$ cat src/rtl/mul_final_add_pkg.sv
// mul_final_add_pkg
//   Shared definitions for the multiplier final-add stage: result-select
//   encodings, the product width and the default tag/result widths.
package mul_final_add_pkg;

  localparam int XLEN_DEF  = 64;
  localparam int PROD_W    = 2 * XLEN_DEF;
  localparam int TAG_W_DEF = 5;

  // Result field selection; RES_RSVD behaves like RES_LOW.
  typedef enum logic [1:0] {
    RES_LOW  = 2'b00,
    RES_HIGH = 2'b01,
    RES_WORD = 2'b10,
    RES_RSVD = 2'b11
  } res_sel_e;

endpackage

$ cat src/rtl/mul_add64.sv
// mul_add64
//   Carry-propagate adder with carry-in and carry-out. Used for the low and
//   high halves of the 128-bit product resolution.
// Ports:
//   a, b  in  W  addends
//   cin   in  1  carry in
//   sum   out W  a + b + cin (mod 2^W)
//   cout  out 1  carry out of bit W-1
module mul_add64 #(
  parameter int W = 64
) (
  input  logic [W-1:0] a,
  input  logic [W-1:0] b,
  input  logic         cin,
  output logic [W-1:0] sum,
  output logic         cout
);

  logic [W:0] full_s;

  assign full_s      = {1'b0, a} + {1'b0, b} + {{W{1'b0}}, cin};
  assign {cout, sum} = full_s;

endmodule

$ cat src/rtl/mul_final_add.sv
// mul_final_add
//   Final stage of the 64x64 Booth/Wallace multiplier. Resolves the
//   column-aligned sum and carry vectors with a carry-propagate add, selects
//   the MUL / MULH* / MULW field and presents it over valid/ready.
//
//   Default build: two pipeline stages. Stage 1 adds the low halves and
//   registers the carry-out together with the raw high halves; stage 2 adds
//   the high halves plus that carry and registers the selected result.
//   With MUL_SINGLE_CYCLE_ADD_EN defined: one stage, the full 128-bit add and
//   select sit in front of the output register (latency 1).
//
// Ports:
//   clk          in   1       clock
//   rst          in   1       synchronous active-high reset
//   flush_i      in   1       kill all in-flight operations
//   in_valid_i   in   1       upstream sum/carry vectors valid
//   in_ready_o   out  1       stage can accept this cycle
//   s_vec_i      in   2*XLEN  Wallace sum vector
//   c_vec_i      in   2*XLEN  Wallace carry vector (already aligned)
//   res_sel_i    in   2       00 low, 01 high, 10 word sign-extended, 11 as 00
//   tag_i        in   TAG_W   destination tag
//   out_valid_o  out  1       result valid
//   out_ready_i  in   1       consumer accepts result
//   result_o     out  XLEN    selected result
//   tag_o        out  TAG_W   tag of result
module mul_final_add
  import mul_final_add_pkg::*;
#(
  parameter int TAG_W = TAG_W_DEF,
  parameter int XLEN  = XLEN_DEF
) (
  input  logic              clk,
  input  logic              rst,
  input  logic              flush_i,
  input  logic              in_valid_i,
  output logic              in_ready_o,
  input  logic [2*XLEN-1:0] s_vec_i,
  input  logic [2*XLEN-1:0] c_vec_i,
  input  logic [1:0]        res_sel_i,
  input  logic [TAG_W-1:0]  tag_i,
  output logic              out_valid_o,
  input  logic              out_ready_i,
  output logic [XLEN-1:0]   result_o,
  output logic [TAG_W-1:0]  tag_o
);

  logic              v2_r;
  logic [XLEN-1:0]   result_r;
  logic [TAG_W-1:0]  tag2_r;

  logic              in_ready_s;
  logic              acc_s;
  logic              ld2_s;
  logic [XLEN-1:0]   lo_src_s;
  logic [XLEN-1:0]   hi_src_s;
  logic [1:0]        sel_src_s;
  logic [TAG_W-1:0]  tag_src_s;
  logic [XLEN-1:0]   sel_res_s;

  logic [XLEN-1:0]   lo_sum_s;
  logic              lo_cout_s;
  logic [XLEN-1:0]   hi_sum_s;
  logic              hi_cout_unused_s;

`ifndef MUL_SINGLE_CYCLE_ADD_EN

  logic              v1_r;
  logic [XLEN-1:0]   lo_r;
  logic              k_r;
  logic [XLEN-1:0]   s_hi_r;
  logic [XLEN-1:0]   c_hi_r;
  logic [1:0]        sel1_r;
  logic [TAG_W-1:0]  tag1_r;
  logic              adv2_s;

  mul_add64 #(.W(XLEN)) u_add_lo (
    .a    (s_vec_i[XLEN-1:0]),
    .b    (c_vec_i[XLEN-1:0]),
    .cin  (1'b0),
    .sum  (lo_sum_s),
    .cout (lo_cout_s)
  );

  // High half sees the low-half carry captured in stage 1.
  mul_add64 #(.W(XLEN)) u_add_hi (
    .a    (s_hi_r),
    .b    (c_hi_r),
    .cin  (k_r),
    .sum  (hi_sum_s),
    .cout (hi_cout_unused_s)
  );

  assign adv2_s     = v1_r && (!v2_r || out_ready_i);
  assign in_ready_s = !v1_r || adv2_s;
  assign acc_s      = in_valid_i && in_ready_s;
  assign ld2_s      = adv2_s;
  assign lo_src_s   = lo_r;
  assign hi_src_s   = hi_sum_s;
  assign sel_src_s  = sel1_r;
  assign tag_src_s  = tag1_r;

  // Stage 1: low-half sum, its carry-out and the raw high halves.
  always_ff @(posedge clk) begin
    if (rst) begin
      v1_r   <= 1'b0;
      lo_r   <= '0;
      k_r    <= 1'b0;
      s_hi_r <= '0;
      c_hi_r <= '0;
      sel1_r <= 2'b00;
      tag1_r <= '0;
    end else if (flush_i) begin
      v1_r <= 1'b0;
    end else if (acc_s) begin
      v1_r   <= 1'b1;
      lo_r   <= lo_sum_s;
      k_r    <= lo_cout_s;
      s_hi_r <= s_vec_i[2*XLEN-1:XLEN];
      c_hi_r <= c_vec_i[2*XLEN-1:XLEN];
      sel1_r <= res_sel_i;
      tag1_r <= tag_i;
    end else if (adv2_s) begin
      v1_r <= 1'b0;
    end else begin
      v1_r <= v1_r;
    end
  end

`else

  mul_add64 #(.W(XLEN)) u_add_lo (
    .a    (s_vec_i[XLEN-1:0]),
    .b    (c_vec_i[XLEN-1:0]),
    .cin  (1'b0),
    .sum  (lo_sum_s),
    .cout (lo_cout_s)
  );

  // Chained directly: full 128-bit ripple between the halves in one cycle.
  mul_add64 #(.W(XLEN)) u_add_hi (
    .a    (s_vec_i[2*XLEN-1:XLEN]),
    .b    (c_vec_i[2*XLEN-1:XLEN]),
    .cin  (lo_cout_s),
    .sum  (hi_sum_s),
    .cout (hi_cout_unused_s)
  );

  assign in_ready_s = !v2_r || out_ready_i;
  assign acc_s      = in_valid_i && in_ready_s;
  assign ld2_s      = acc_s;
  assign lo_src_s   = lo_sum_s;
  assign hi_src_s   = hi_sum_s;
  assign sel_src_s  = res_sel_i;
  assign tag_src_s  = tag_i;

`endif

  // Result field select; the reserved encoding falls back to the low half.
  always_comb begin
    sel_res_s = lo_src_s;
    case (res_sel_e'(sel_src_s))
      RES_HIGH: sel_res_s = hi_src_s;
      RES_WORD: sel_res_s = {{(XLEN-32){lo_src_s[31]}}, lo_src_s[31:0]};
      RES_LOW:  sel_res_s = lo_src_s;
      RES_RSVD: sel_res_s = lo_src_s;
      default:  sel_res_s = lo_src_s;
    endcase
  end

  // Output stage: holds result and tag stable until the consumer takes them.
  always_ff @(posedge clk) begin
    if (rst) begin
      v2_r     <= 1'b0;
      result_r <= '0;
      tag2_r   <= '0;
    end else if (flush_i) begin
      v2_r <= 1'b0;
    end else if (ld2_s) begin
      v2_r     <= 1'b1;
      result_r <= sel_res_s;
      tag2_r   <= tag_src_s;
    end else if (out_ready_i) begin
      v2_r <= 1'b0;
    end else begin
      v2_r <= v2_r;
    end
  end

  assign in_ready_o  = in_ready_s;
  assign out_valid_o = v2_r;
  assign result_o    = result_r;
  assign tag_o       = tag2_r;

endmodule

$ cat config.mk
export PLATFORM = sky130hd
export DESIGN_NAME = mul_final_add
export DESIGN_NICKNAME = d
export VERILOG_FILES = /design/src/rtl/mul_final_add_pkg.sv /design/src/rtl/mul_add64.sv /design/src/rtl/mul_final_add.sv
export SDC_FILE = /design/constraint.sdc
export NUM_CORES = 1
export LEC_CHECK = 0
export BUFFER_PORTS_ARGS = -buffer_cell sky130_fd_sc_hd__buf_4
export CAP_MARGIN = 20
export CELL_PAD_IN_SITES_DETAIL_PLACEMENT = 0
export CELL_PAD_IN_SITES_GLOBAL_PLACEMENT = 2
export CORE_AREA = 5 5 232 234
export CTS_CLUSTER_DIAMETER = 40
export DETAILED_ROUTE_END_ITERATION = 8
export DIE_AREA = 0 0 237 239
export GPL_ROUTABILITY_DRIVEN = 0
export GPL_TIMING_DRIVEN = 0
export MAX_ROUTING_LAYER = met4
export PLACE_DENSITY_LB_ADDON = 0.08
export SLEW_MARGIN = 30
export SYNTH_ARGS = -nofsm -noshare
export SYNTH_HDL_FRONTEND = slang
export SYNTH_SLANG_ARGS = --single-unit
$ cat constraint.sdc
create_clock -name clk -period 10.71 [get_ports clk]
set_input_delay 1.6065 -clock clk [delete_from_list [all_inputs] [get_ports clk]]
set_output_delay 1.6065 -clock clk [all_outputs]
set_load 0.03 [all_outputs]
**Word level (Yosys, flattened, before mapping)**

Cells that the tools add are included.
Widths: inputs -> output; s select.

- Equal/unequal tests: 3
- Bitwise gates (word level): 1
- Reductions and logical operators: 13
- $add $sub $neg: 3
- Multiplexer cells: 5

Operator list:

| operator | count |
|---|---|
| $pmux 64 s3 | 1 |
| $add 64x64->65 | 1 |
| $add 64x1->64 | 1 |
| $add 64x64->64 | 1 |
| $eq 2x2->1 const B | 2 |
| $mux 1 | 4 |
| $reduce_and 2->1 | 2 |
| $reduce_bool 2->1 | 2 |
| $reduce_or 2->1 | 2 |
| $eq 2x1->1 const B | 1 |
| $logic_and 1x1->1 | 2 |
| $logic_not 1->1 | 2 |
| $logic_not 2->1 | 1 |
| $logic_or 1x1->1 | 2 |
| $not 1->1 | 1 |

- Output and inout bits: 71
- Logic and storage cells: 35
- Flip-flop bits (word level): 271

**Longest topological paths before layout**

- Depth in word-level cells: 6
- Depth in mapped cells: 13

**Cells and area by module**

A second synthesis with hierarchy kept.

- Cells, all modules: 2,360
- Area total of the unflattened synthesis: 19,945.4 um^2

By module, submodules not included:

| module | area each (um^2) | cells each | times used |
|---|---|---|---|
| mul_final_add | 12,356.9 | 1,255 | 1 |
| mul_add64 (u_add_lo) | 3,802.4 | 565 | 1 |
| mul_add64 (u_add_hi) | 3,786.1 | 540 | 1 |

**Worst setup path after synthesis**

Ideal clock, no wire load.

- Path type: input to register
- Start: input s_vec_i[6]
- End: register lo_r[21]
- Setup slack: 6.366 ns
- Arrival: 4.257 ns
- Stages on the path: 11
- Path through: ha_1 > a211o_1 > o22a_1 > o31a_1 > a31oi_1 > o21ai_1 > a311o_1 > a2111oi_0 > o41ai_1 > and2_1 > o31ai_1

- Word-level cells in the longest chain between the ends: 1

RTL lines:

| what | line | text |
|---|---|---|
| from (decl) | mul_final_add.sv:37 | `input logic [2*XLEN-1:0] s_vec_i,` |
| $add 64x64->65 | mul_add64.sv:21 | `assign full_s = {1'b0, a} + {1'b0, b} + {{W{1'b0}}, cin};` |
| to (signal assigned) | mul_final_add.sv:116 | `lo_r <= lo_sum_s;` |
| to (decl) | mul_final_add.sv:68 | `logic [XLEN-1:0] lo_r;` |

Every way passes these cells.
A chain may end at the register's enable or synchronous reset.

**Worst setup path in the final report**

- Start: input s_vec_i[0]
- End: register k_r

- Word-level cells in the longest chain between the ends: 1

RTL lines:

| what | line | text |
|---|---|---|
| $add 64x64->65 | mul_add64.sv:21 |  |
| to (signal assigned) | mul_final_add.sv:117 | `k_r <= lo_cout_s;` |
| to (decl) | mul_final_add.sv:69 | `logic k_r;` |

Every way passes these cells.

==> summary.md <==
| Metric | Value |
|---|---|
| Status | `completed` |
| Synthesized net count | `2705` |
| Ys flop type | `dfxtp_1` |
| Sequential power share | `35.4%` |
| Area delta synth->final | `27.93%` |
| Top-count cell post-synth | `nand2_1` |
| Yosys reg bits | `271` |
| Bufs and invs on worst path | `1` |
| GRT Residual Overflow | `0` |
| Setup Fix Bufs, Post-CTS | `0` |
| Synth area leaders | `dfxtp_1 (31%), nand2_1 (11%), a21oi_1 (10%)` |
| Kind of end point of the critical path | `register` |
| Hold Crit Depth | `2` |
| # hold bufs at CTS | `0` |
| DRC | `0` |
| Fillcell total | `5491` |
| RSZ-0062 raised after global routing | `false` |
| Final Util | `42.67%` |
| Peak per-stage delay on the critical path | `610 ps` |
| Worst hold slack | `449.9 ps` |
| Cells after synthesis | `2306` |
| Post-synth top cells | `nand2_1 (491), a21oi_1 (355), dfxtp_1 (271)` |
| Layout cell share with drive strength beyond 1 | `16.62%` |
| Worst Tran Pin Value | `1000 ps` |
| Clock sinks | `271` |
| P_sw | `0.9386 mW` |
| First-pass GRT wire length | `101400 um` |
| Slew Limit Fails | `0` |
| Initial antenna violation count | `2` |
| Register area share after synthesis | `31.39%` |
| Worst EP arrival | `5390 ps` |
| Core ar. | `51810 um^2` |
| Number of flops mapped to enable cells by yosys | `0` |
| Port bufs | `338` |
| Total CTS buffers | `42` |
| Final WS setup | `5733 ps` |
| Worst-case reg-to-reg path depth | `13` |
| Avg Cell Area, Syn | `7.495 um^2` |
| Slowest cell on crit path | `a211oi_1` |
| Vias in the first global route | `17590` |
| PwrDens | `139.9 nW/um^2` |
| DR iter-0 viols | `1020` |
| Ys Warns | `0` |
| Routed len/inst | `19.61 um` |
| Die area | `56640 um^2` |
| Switching Share | `30.35%` |
| Max frequency | `0.2009 GHz` |
| Final ANT Viol Nets | `0` |
| Clock network power share | `44.5%` |
| GRT Overall Usage | `23.23%` |
| Crit Path Class | `input port to register` |
| DR pass1 iterations | `5` |
| Internal power | `2.154 mW` |
| Via count | `17800` |
| Nets@finish | `3087` |
| Synth unique cells | `81` |
| Final HPWL DP | `54900 um` |
| Resize count post-CTS | `0` |
| Worst-Skew Late Latency | `550 ps` |
| Post-Synthesis Cell Area | `17280 um^2` |
| Clock buffer depth | `3` |
| Final period util | `46.47%` |
| Num rows | `84` |
| CTS tree | `yes` |
| Final WL | `66860 um` |
| Worst path depth | `14` |
| DP Worst Slack | `5066 ps` |
| Clock transition at the registers of the reported paths | `60 ps` |
| Minimum clock period | `4977 ps` |
| Max_cap viols | `0` |
| Starting Density | `33.36%` |
| Vias per inst | `5.219` |
| Hold/Removal Path Class | `register to register` |
| Die Span Y | `239 um` |
| Worst slew margin | `33.31%` |
| Die Width | `237 um` |
| Setup violators final | `0` |
| LEAKAGE | `9.505 nW` |
| TNS Setup | `0 ps` |
| CTS root buffer | `clkbuf_16` |
| Comb power frac | `20.1%` |
| H-tree levels | `2` |
| Post-synth top area cell | `dfxtp_1` |
| Post-synth ARST share | `0%` |
| Worst setup SP type | `input port` |
| Critical Path RT | `11120 ps` |
| Final hold violations | `0` |
| Top Ports | `339` |
| Clock skew | `13.77 ps` |
| Critical Path, Cell by Cell | `buf_4 > ha_1 > fa_1 > a21oi_1 > o22ai_1 > nor3_1 > o31ai_1 > a311oi_1 > a21o_1 > o21ai_1 > a221oi_1 > o21ai_1 > a211oi_1 > nor3_1` |
| CP delay by family, top | `compound AO/OA/AOI/OAI gates` |
| Worst vdd ir | `0.00007799 V` |
| CP Max Fanout | `4` |
| Synth top area share | `31.39%` |
| Largest net degree at the start of global routing | `13` |
[power groups by stage]
stage | Sequential [mW] | Combinational, mW | Clock, mW
6_report | 1.09 | 0.623 | 1.38
5_1_grt | 1.10 | 0.693 | 1.45
4_1_cts | 1.09 | 0.626 | 1.40
3_5_place_dp | 1.12 | 0.621 | 0
3_3_place_gp | 1.11 | 0.619 | 0
2_1_floorplan | 1.11 | 0.371 | 0
[layout make-up]
type                       count  area [um^2]  share of cell area [%]
timing repair buffer         338         2537                   11.48
multi-input combinational   1850        11100                   50.21
tap                          688        860.8                   3.893
sequential                   271         5425                   24.54
clock buffer                  52         1149                   5.195
buffer                       156        650.6                   2.943
inverter                      29        108.9                  0.4923
antenna                        2        5.005                 0.02264
clock inverter                24        271.5                   1.228
[worst register-to-register path: cells and delay by family (launching register included)]
kind / cells / cell delay [ps]
compound gates: 9 / 2900
xor+xnor: 1 / 210
fa+ha+maj: 2 / 950
flops: 1 / 370
simple gates: 1 / 230
[cell usage in the layout (no fill, tap or decap), drive strengths merged, types with 8 or more instances in the layout]
cell and instances:
a2111oi 16, a211o 9, a211oi 36, a21o 105
a21oi 358, a221oi 36, a31oi 21, and3 13
buf 360, clkbuf 185, clkinv 8, dfxtp 271
ha 128, inv 38, nand2 492, nand2b 8
nand3 26, nand4 40, nor2 138, nor2b 15
nor3 61, o21a 13, o21ai 88, o21bai 20
o31ai 13, or3 8, xnor2 66, xor2 40
[cell families (layout without fill, tap and decap cells)]
| group | count (synthesis) | in the layout | share of synthesized area, % |
|---|---|---|---|
| fa+ha+maj | 131 | 131 | 9.614 |
| other cells | 0 | 2 | 0 |
| xor+xnor | 106 | 106 | 5.372 |
| compound gates | 767 | 767 | 27.94 |
| buf+inv | 185 | 599 | 4.373 |
| simple gates | 845 | 845 | 21.26 |
| mux | 1 | 1 | 0.05792 |
| flops | 271 | 271 | 31.39 |
[flip-flops by register name, summed over array words and instances (netlist names), 2 cells and up]
name      cells
tag_o         5
tag1_r        5
result_o     64
s_hi_r       64
c_hi_r       64
lo_r         64
sel1_r        2
[worst paths after layout]
| check | end | slack [ps] | from |
|---|---|---|---|
| hold / removal | tag_o[0] | 450 | tag1_r[0] |
| hold reg to reg | tag_o[0] | 450 | tag1_r[0] |
| setup / recovery | k_r | 5730 | s_vec_i[0] |
| setup reg to reg | result_o[56] | 5940 | k_r |
[per-layer routing]
metal / wire length (um) / vias to the layer above / GRT usage [%]
met5: 0 / - / -
li1: - / 9024 / -
met2: 30420 / 471 / 36.77
met1: 31010 / 8216 / 31.33
met3: 3784 / 85 / 3.611
met4: 1638 / 0 / 5.755
[metrics by stage]
| stage | instances | power (mW) | instance area, um^2 |
|---|---|---|---|
| floorplan | 2306 | 1.484 | 17280 |
| global placement | 3332 | 1.734 | 20680 |
| detailed placement | 3332 | 1.737 | 20680 |
| CTS | 3408 | 3.121 | 22110 |
| global route | 3410 | 3.240 | 22110 |
| finish | 3410 | 3.093 | 22110 |
Power figures use the tool's default switching activity.
